## src/rtl/reg_scoreboard.sv

```systemverilog
// reg_scoreboard: per-register pending-write tracker producing issue grant/stall for a pipeline.
// Optional macro REG_SCOREBOARD_BYPASS_EN: a same-cycle write-back that retires a register's
// last pending write clears its busy status for hazard evaluation in that cycle.
module reg_scoreboard #(
    parameter int NUM_REGS     = 16,
    parameter int MAX_INFLIGHT = 4
) (
    input  logic                clk,
    input  logic                rst_n,
    input  logic                issue_valid,
    input  logic [4:0]          issue_rs,
    input  logic [4:0]          issue_rt,
    input  logic                issue_uses_rs,
    input  logic                issue_uses_rt,
    input  logic                issue_writes,
    input  logic [4:0]          issue_wr_reg,
    input  logic                wb_valid,
    input  logic [4:0]          wb_reg,
    input  logic                flush,
    output logic                issue_grant,
    output logic                stall,
    output logic [NUM_REGS-1:0] busy_mask,
    output logic [2:0]          inflight_count,
    output logic                err_wb_orphan
);
    logic [1:0] cnt_q [NUM_REGS];
    logic [1:0] cnt_d [NUM_REGS];
    logic       err_q, err_d;
    logic [1:0] cnt_rs, cnt_rt, cnt_wr, cnt_wb;
    logic       busy_rs, busy_rt, hazard, wb_in_range;

    // Look up counters for the addressed registers; out-of-range indices read as zero (never busy).
    always_comb begin
        cnt_rs = '0;
        cnt_rt = '0;
        cnt_wr = '0;
        cnt_wb = '0;
        busy_mask = '0;
        inflight_count = '0;
        for (int i = 0; i < NUM_REGS; i++) begin
            if (issue_rs == 5'(i)) cnt_rs = cnt_q[i];
            if (issue_rt == 5'(i)) cnt_rt = cnt_q[i];
            if (issue_wr_reg == 5'(i)) cnt_wr = cnt_q[i];
            if (wb_reg == 5'(i)) cnt_wb = cnt_q[i];
            busy_mask[i] = |cnt_q[i];
            inflight_count = inflight_count + {1'b0, cnt_q[i]};
        end
    end

    assign wb_in_range = int'(wb_reg) < NUM_REGS;

`ifdef REG_SCOREBOARD_BYPASS_EN
    // A write-back retiring the last pending write forwards its result, so the source is free now.
    assign busy_rs = (cnt_rs != 2'd0) && !(wb_valid && wb_reg == issue_rs && cnt_rs == 2'd1);
    assign busy_rt = (cnt_rt != 2'd0) && !(wb_valid && wb_reg == issue_rt && cnt_rt == 2'd1);
`else
    assign busy_rs = cnt_rs != 2'd0;
    assign busy_rt = cnt_rt != 2'd0;
`endif

    // Hazard and handshake; both outputs are forced low while reset is asserted.
    always_comb begin
        hazard = (issue_uses_rs && busy_rs) || (issue_uses_rt && busy_rt) ||
                 (issue_writes && (cnt_wr == 2'd3 || inflight_count == 3'(MAX_INFLIGHT)));
        issue_grant = rst_n && issue_valid && !hazard && !flush;
        stall = rst_n && issue_valid && !issue_grant;
    end

    // Next counters: flush clears everything; simultaneous inc and dec cancel out.
    always_comb begin
        for (int i = 0; i < NUM_REGS; i++)
            cnt_d[i] = flush ? 2'd0 :
                       cnt_q[i] + 2'((issue_grant && issue_writes && issue_wr_reg == 5'(i)) ? 1 : 0)
                                - 2'((wb_valid && wb_reg == 5'(i) && cnt_q[i] != 2'd0) ? 1 : 0);
        err_d = err_q || (wb_valid && !flush && wb_in_range && cnt_wb == 2'd0);
    end

    // State registers with asynchronous active-low reset.
    always_ff @(posedge clk or negedge rst_n) begin
        if (!rst_n) begin
            for (int i = 0; i < NUM_REGS; i++) cnt_q[i] <= '0;
            err_q <= 1'b0;
        end else begin
            cnt_q <= cnt_d;
            err_q <= err_d;
        end
    end

    assign err_wb_orphan = err_q;
endmodule

```

## config.mk

```make
export PLATFORM = sky130hd
export DESIGN_NAME = reg_scoreboard
export DESIGN_NICKNAME = d
export VERILOG_FILES = /design/src/rtl/reg_scoreboard.sv
export SDC_FILE = /design/constraint.sdc
export NUM_CORES = 1
export LEC_CHECK = 0
export ABC_CLOCK_PERIOD_IN_PS = 11000
export BUFFER_PORTS_ARGS = -buffer_cell sky130_fd_sc_hd__buf_4
export CORE_ASPECT_RATIO = 0.5
export CORE_UTILIZATION = 36
export CTS_CLUSTER_SIZE = 25
export DETAILED_ROUTE_END_ITERATION = 10
export PLACE_DENSITY = 0.65
export REMOVE_ABC_BUFFERS = 1
export SLEW_MARGIN = 20
export SYNTH_ARGS = -nofsm -noshare
export SYNTH_HDL_FRONTEND = slang
export SYNTH_SLANG_ARGS = --single-unit
export TNS_END_PERCENT = 100
```

## constraint.sdc

```tcl
create_clock -name clk -period 11 [get_ports clk]
set_clock_uncertainty 0.15 [all_clocks]
set_input_delay 0 -clock clk [delete_from_list [all_inputs] [get_ports clk]]
set_output_delay 0 -clock clk [all_outputs]
set_load 0.1 [all_outputs]
```

==> metrics, run 1 <==
result of the run completed; post-synthesis simple-gate area fraction 26.7%; H-tree levels 2; Row Count 27; Compound-Gate Fraction of Synth Area around 13%; I/O Pins 50; largest vdd supply drop 0.0473 mV; list of cells traversed by the critical path fa_1 -> fa_1 -> inv_1 -> fa_1 -> fa_1 -> inv_1 -> fa_1 -> ha_1 -> xor2_1 -> xnor2_1 -> xnor3_1 -> o311ai_1 -> nor4b_4 -> nand4_1 -> ha_1 -> inv_1 -> ha_1 -> xnor2_1 -> xnor2_1 -> nor2_1; grt ovf 0; Layout Cell Area excl Fill 4940 µm²; number of nets in the layout 622; worst path buffer plus inverter count 3; Synth-to-Final Area Change 13.9%; post-cts hold buffer count 4; worst setup slack after layout ~4.4 ns; Resized cells post-CTS 0; Reg power frac between 30 and 40%; remaining antenna violation count 0; Syn Inst Count 508; HPWL reported at the end of detailed placement between 10 and 15 mm; Worst path max stage delay 0.79 ns; final routed DRC violation total 0; DRC marker count from the first detailed-route iteration between 400 and 500; count of final setup violators 0; Cell Area, Placed ~4800 µm²; TritonCTS buffer count 5; worst hold path class in2async; relative max-transition margin 39.1%; largest family of logic cells by synthesized area simple AND/OR/NAND/NOR gates; Most used DFF post-synth dfrtp_1; final count of hold timing violations 0; gate family responsible for the most delay along the worst path adder cells; cell types with the largest area share after synthesis dfrtp_1 19%, ha_1 10%, fa_1 9.2%; initial core utilization 38.2%; routability congestion estimate from global placement roughly 0.9; Setup WS pre-CTS ~4.4 ns; Antenna diodes 0; warning count from the yosys run 0; cell taking the most area after synthesis dfrtp_1; crit path max fanout 16; total core area 11,400 µm²; Max Clk Rate 0.151 GHz; net switching fraction of the power between 20% and 30%; reported max-cap violation count 0; endpoint kind of the worst setup timing path flop; CTS tree yes; leading cell types by count after synthesis 56 x inv_1, 48 x nor2_1, 35 x ha_1; reg2reg start cnt_q[27]; part of the total power dissipated in combinational logic 19.8%; post-CTS setup buffer count 0; launch point of the critical path cnt_q[27]; part of the cycle the worst path needs about three fifths; Post-Syn Area per Cell between 8 and 9 µm²; parity-gate share of the synthesized area counting xor and xnor cells 9.20%; WP data arrival 6.64 ns; Worst-Margin Slew 0.910 ns; buffer type at the clock tree root clkbuf_16; first-pass GRT wire length 21.5 mm; sw power 0.0960 mW; die area 12,500 µm²; ys async rst share 100%; Skew-Pair Late Insertion Delay 0.28 ns; Clock Power Share between 40 and 50%; Crit Path Class reg2reg; buffer depth of the longest clock path 2; RSZ-0062 raised after global routing no; vias in the first global route about 3.8k; fraction of the mapped netlist area in adder cells 19.3%; wire length per cell after detailed routing slightly below 20 µm; Critical Path Start Type flop; antenna violations before repair 0; pin count of the biggest net entering global routing 35; PnR Total Power roughly 0.32 mW; sink count of the clock tree 33; Initial DRT Pass Iterations 6; most repeated cell in the gate-level netlist after synthesis inv_1; total internal power 0.226 mW; most numerous cell on the critical path fa_1; static power due to leakage about 2.3 nW; PD cells 65.3 nW/µm²; time the final worst path needs with I/O delays and setup 6.63 ns; Total Routed Length approximately 14 mm; ratio of cells with drive above 1 in the final layout between 10% and 20%; via count of the routed design 3,979; setup tns final 0 ns; quantity of I/O buffers inserted on ports 49; chip width 157 µm; Netlist Area Pre-Place 4340 µm²; clock transition at the registers of the reported paths 0.06 ns; share of cell area taken by muxes after synthesis 3.98%; height of the chip approximately 80 µm; Critical-path top delay cell nor4b_4; sequential area share after synthesis 19.0%; number of storage elements in the synthesis netlist 33; area fraction of the dominant cell type after synthesis a little under a fifth; max-slew violation count 0; number of distinct library cells after synthesis about 70; worst hold margin 0.0789 ns; Tot GR Track Use 22.9%; WP data required ~11 ns; ratio of routed vias to standard cells 5.69; number of enable flip-flop cells after synthesis 0
## path summary, 6_finish.rpt
check / slack [ns] / to / cells past startpoint
max: 4.37 / cnt_q[13] / 20
min in group clk: 0.28 / stall / 4
min reg2reg: 0.50 / cnt_q[1] / 2
max reg2reg: 4.37 / cnt_q[13] / 20
min: 0.08 / cnt_q[4] / 2
max in group asynchronous: 10.30 / cnt_q[15] / 2
## cell type report
class / instances / area (µm²)
clock buffer: 6 / 129
clock inverter: 2 / 10.0
fill: 1141 / 6410
inverter: 56 / 210
multi-input combinational: 389 / 3150
sequential: 33 / 826
tap: 159 / 199
timing repair buffer: 54 / 415
## registers in the layout, summed over array words and instances, names as in the netlist
name / cells
cnt_q: 32
err_wb_orphan: 1
## metal layers
layer / track usage, % / vias to the layer above / share of wire, %
met5: 0 / - / 0
li1: - / 1837 / -
met1: 32.1 / 1938 / 45
met4: 6.31 / 0 / 2.2
met3: 5.75 / 20 / 9.9
met2: 34.6 / 184 / 43
## metrics by stage
| stage | utilization [%] | instances |
|---|---|---|
| after global placement | 41.9 | 687 |
| after floorplan | - | 478 |
| final | 43.5 | 699 |
| after CTS | 43.5 | 699 |
| after global routing | 43.5 | 699 |
| after detailed placement | 41.9 | 687 |
## logic make-up after synthesis
| logic type | Yosys count |
|---|---|
| and+or+nand+nor | 198 |
| xor gates and xnor gates | 44 |
| DFF | 33 |
| muxes | 12 |
| buffers and inverters | 86 |
| AOI/OAI and AO/OA | 80 |
| adders and majority gates | 55 |
## cell usage in the layout (no fill, tap or decap), types with 13 or more instances in the layout
master,netlist,final
inv_1,56,56
nand4_1,19,19
o21ai_0,19,19
nor2b_1,21,21
nor3_1,15,15
xnor2_1,33,33
buf_4,3,50
nand2_1,17,17
fa_1,20,20
dfrtp_1,33,33
nor2_1,48,48
ha_1,35,35
nor3b_1,13,13
## power groups by stage
stage / clock [mW] / sequential [mW] / combinational, mW
after floorplan: 0 / 0.124 / 0.0297
after global placement: 0 / 0.124 / 0.0618
after detailed placement: 0 / 0.124 / 0.0620
after CTS: 0.137 / 0.122 / 0.0630
after global routing: 0.144 / 0.122 / 0.0690
final: 0.136 / 0.122 / 0.0639
(Power assumes the default switching activity.)
==> inputs of run 2 (changes only) <==
Settings changed: ABC_CLOCK_PERIOD_IN_PS 11000 to 5900, PLACE_DENSITY 0.65 to 0.67.
Clock period 11 ns to 5.9 ns, I/O delays scaled along.
==> run 2 against run 1 <==
  * Flip-flop and latch count did not move
  * Maximum frequency is 13% higher
  * Register-to-register slack got worse by 4.4 ns
  * Final cell count increased by 5.2%
  * Global-route usage is 1.1 points higher
  * Hold slack worse by 0.071 ns
  * Critical path depth grew 2
  * Highest routed layer unchanged
  * Sequential power grew 86%
  * Count of clock-buffer cells in the layout unchanged
  * Non-clock buffer count up 36
==> metrics, run 2 (same netlist as run 1, synthesis figures left out) <==
result of the run completed (unchanged); leading cell type in the layout, fill and taps excluded buf_4 (was inv_1); wire length per cell after detailed routing 19.8 µm (was 19.3 µm); final count of hold timing violations 0 (unchanged); DRC marker count from the first detailed-route iteration 662 (was 426); relative max-transition margin 43.7% (was 39.1%); ratio of routed vias to standard cells 5.79 (was 5.69); Max Clk Rate 0.170 GHz (was 0.151 GHz); Synth-to-Final Area Change 25.1% (was 13.9%); register with the most flip-flops cnt_q (unchanged); R2R setup slack 0.006 ns (was 4.37 ns); Crit Path Class reg2reg (unchanged); number of standard cells in the layout, taps in and fillers out 735 (was 699); height of the chip 79.6 µm (unchanged); buffer type at the clock tree root clkbuf_16 (unchanged); combined area of the multi-input logic cells 3330 µm² (was 3150 µm²); R2R depth 22 (was 20); worst hold path class in2reg (was in2async); worst hold margin 0.00758 ns (was 0.0789 ns); I/O Pins 50 (unchanged); routability congestion estimate from global placement 0.958 (was 0.902); sink count of the clock tree 33 (unchanged); clock transition at the registers of the reported paths 0.06 ns (about the same); buffer depth of the longest clock path 2 (unchanged); antenna violations before repair 0 (unchanged); max-slew violation count 0 (unchanged); endpoint kind of the worst setup timing path flop (unchanged); footprint of the flip-flops and latches 826 µm² (unchanged); pin count of the biggest net entering global routing 35 (unchanged); most frequent cells in the layout 86 x buf_4, 52 x inv_1, 48 x nor2_1 (was 56 x inv_1, 50 x buf_4, 48 x nor2_1); final routed DRC violation total 0 (unchanged); Endpoint, Worst Hold cnt_q[13]; die area 12,500 µm² (unchanged); HPWL reported at the end of detailed placement 10.5 mm (was 10.0 mm); remaining antenna violation count 0 (unchanged); time the final worst path needs with I/O delays and setup 5.89 ns (was 6.63 ns); vias in the first global route 3,937 (was 3,790); static power due to leakage 2.51 nW (was 2.33 nW); initial core utilization 38.2% (unchanged); PD cells 124 nW/µm² (was 65.3 nW/µm²); largest vdd supply drop 0.0898 mV (was 0.0473 mV); Tot GR Track Use 24.0% (was 22.9%); number of nets in the layout 658 (was 622); Layout Cell Area excl Fill 5430 µm² (was 4940 µm²); TritonCTS buffer count 5 (unchanged); number of cells on the worst hold path 2; Skew-Pair Late Insertion Delay 0.29 ns (was 0.28 ns); count of final setup violators 0 (unchanged); part of the cycle the worst path needs 99.9% (was 60.3%); Reg2Reg Capture Point cnt_q[15] (was cnt_q[13]); Antenna diodes 0 (unchanged); grt ovf 0 (unchanged); crit path max fanout 4 (was 16); total core area 11,400 µm² (unchanged); worst hold start flush; Layout fillers 1,096 (was 1,141); Critical Path Start Type flop (unchanged); Cell Area, Placed 5030 µm² (was 4760 µm²); CTS tree yes (unchanged); reported max-cap violation count 0 (unchanged); H-tree levels 2 (unchanged); max FFs per register 32 (unchanged); WP data required 5.90 ns (was 11.00 ns); Initial DRT Pass Iterations 7 (was 6); quantity of I/O buffers inserted on ports 49 (unchanged); WP data arrival 5.90 ns (was 6.64 ns); Total Routed Length 14.6 mm (was 13.5 mm); first-pass GRT wire length 22.2 mm (was 21.5 mm); reg2reg start cnt_q[27] (unchanged); via count of the routed design 4,256 (was 3,979); ratio of cells with drive above 1 in the final layout 25.5% (was 14.4%); Row Count 27 (unchanged); placed cells 723 (was 687); RSZ-0062 raised after global routing yes (was no); Worst-Margin Slew 0.842 ns (was 0.910 ns); chip width 157 µm (unchanged)
## run 2: cell count changes in the layout (fill, tap and decap cells not counted), sizes merged
| cell | change |
|---|---|
| buf | +37 |
| clkinvlp | +1 |
| clkinv | -2 |
| bufinv | +1 |
| dlygate4sd3 | -1 |
## run 2: area by class of cell
cell class                 instances  share of cell area (%)
tap                              159                    3.67
timing repair buffer              90                    12.7
multi-input combinational        389                    61.3
sequential                        33                    15.2
clock buffer                       6                    2.56
inverter                          56                    3.87
clock inverter                     2                   0.692
## run 2: power by group
part	leakage, nW	switching, mW	internal, mW
registers	0.456	0.000289	0.227
clock network	0.0831	0.110	0.211
logic	1.97	0.0815	0.0426
total	2.51	0.192	0.480
## run 2: worst max-delay path: stages (launching register included)
cell and delay, ns:
dfrtp_1 0.40, fa_1 0.52, fa_1 0.55, inv_2 0.08, fa_1 0.45, fa_1 0.49
inv_1 0.05, fa_1 0.48, ha_4 0.20, xor2_2 0.17, xnor2_1 0.14, xnor3_2 0.28
o311ai_4 0.13, nor4b_4 0.37, buf_4 0.21, buf_4 0.10, nand4_1 0.09, ha_1 0.33
inv_1 0.04, ha_1 0.17, xor2_1 0.16, xnor2_1 0.14, nor2_1 0.06
## run 2: per-layer routing
layer  up-vias  wire length (µm)  share of wire (%)  GRT usage, %
met5         -                 0                  0             0
met4         0               187                1.3          5.44
met3        25              1910                 13          6.89
met2       255              6360                 44          36.2
met1      2071              6100                 42          33.6
li1       1905                 -                  -             -
## run 2: timing repair
action                                  4_1_cts  5_1_grt
endpoints found under the hold margin        34        0
endpoints found under the setup margin       31       28
pin swaps                                    17       27
gates cloned                                  1        0
gates resized for setup                      10       27
buffers inserted                              0        1
hold buffers                                  3        0
## run 2: worst max path at each step
stage	start	end	slack (ns)	depth (start not counted)
2_1_floorplan	cnt_q[1]	stall	-0.39	14
3_3_place_gp	cnt_q[7]	cnt_q[1]	-0.15	22
3_5_place_dp	cnt_q[7]	cnt_q[1]	-0.19	22
4_1_cts	cnt_q[27]	cnt_q[17]	0.01	21
5_1_grt	cnt_q[27]	cnt_q[15]	-0.17	22
6_report	cnt_q[27]	cnt_q[15]	0.006	22
## run 2: per-stage QoR
step           utilization, %  setup slack (ns)  total power [mW]  setup TNS [ns]
2_1_floorplan               -            -0.389             0.287           -2.62
4_1_cts                  46.5            0.0112             0.673               0
5_1_grt                  47.8            -0.169             0.697           -2.11
3_3_place_gp             44.3            -0.151             0.348           -1.14
3_5_place_dp             44.3            -0.186             0.348           -1.95
6_report                 47.8           0.00610             0.672               0
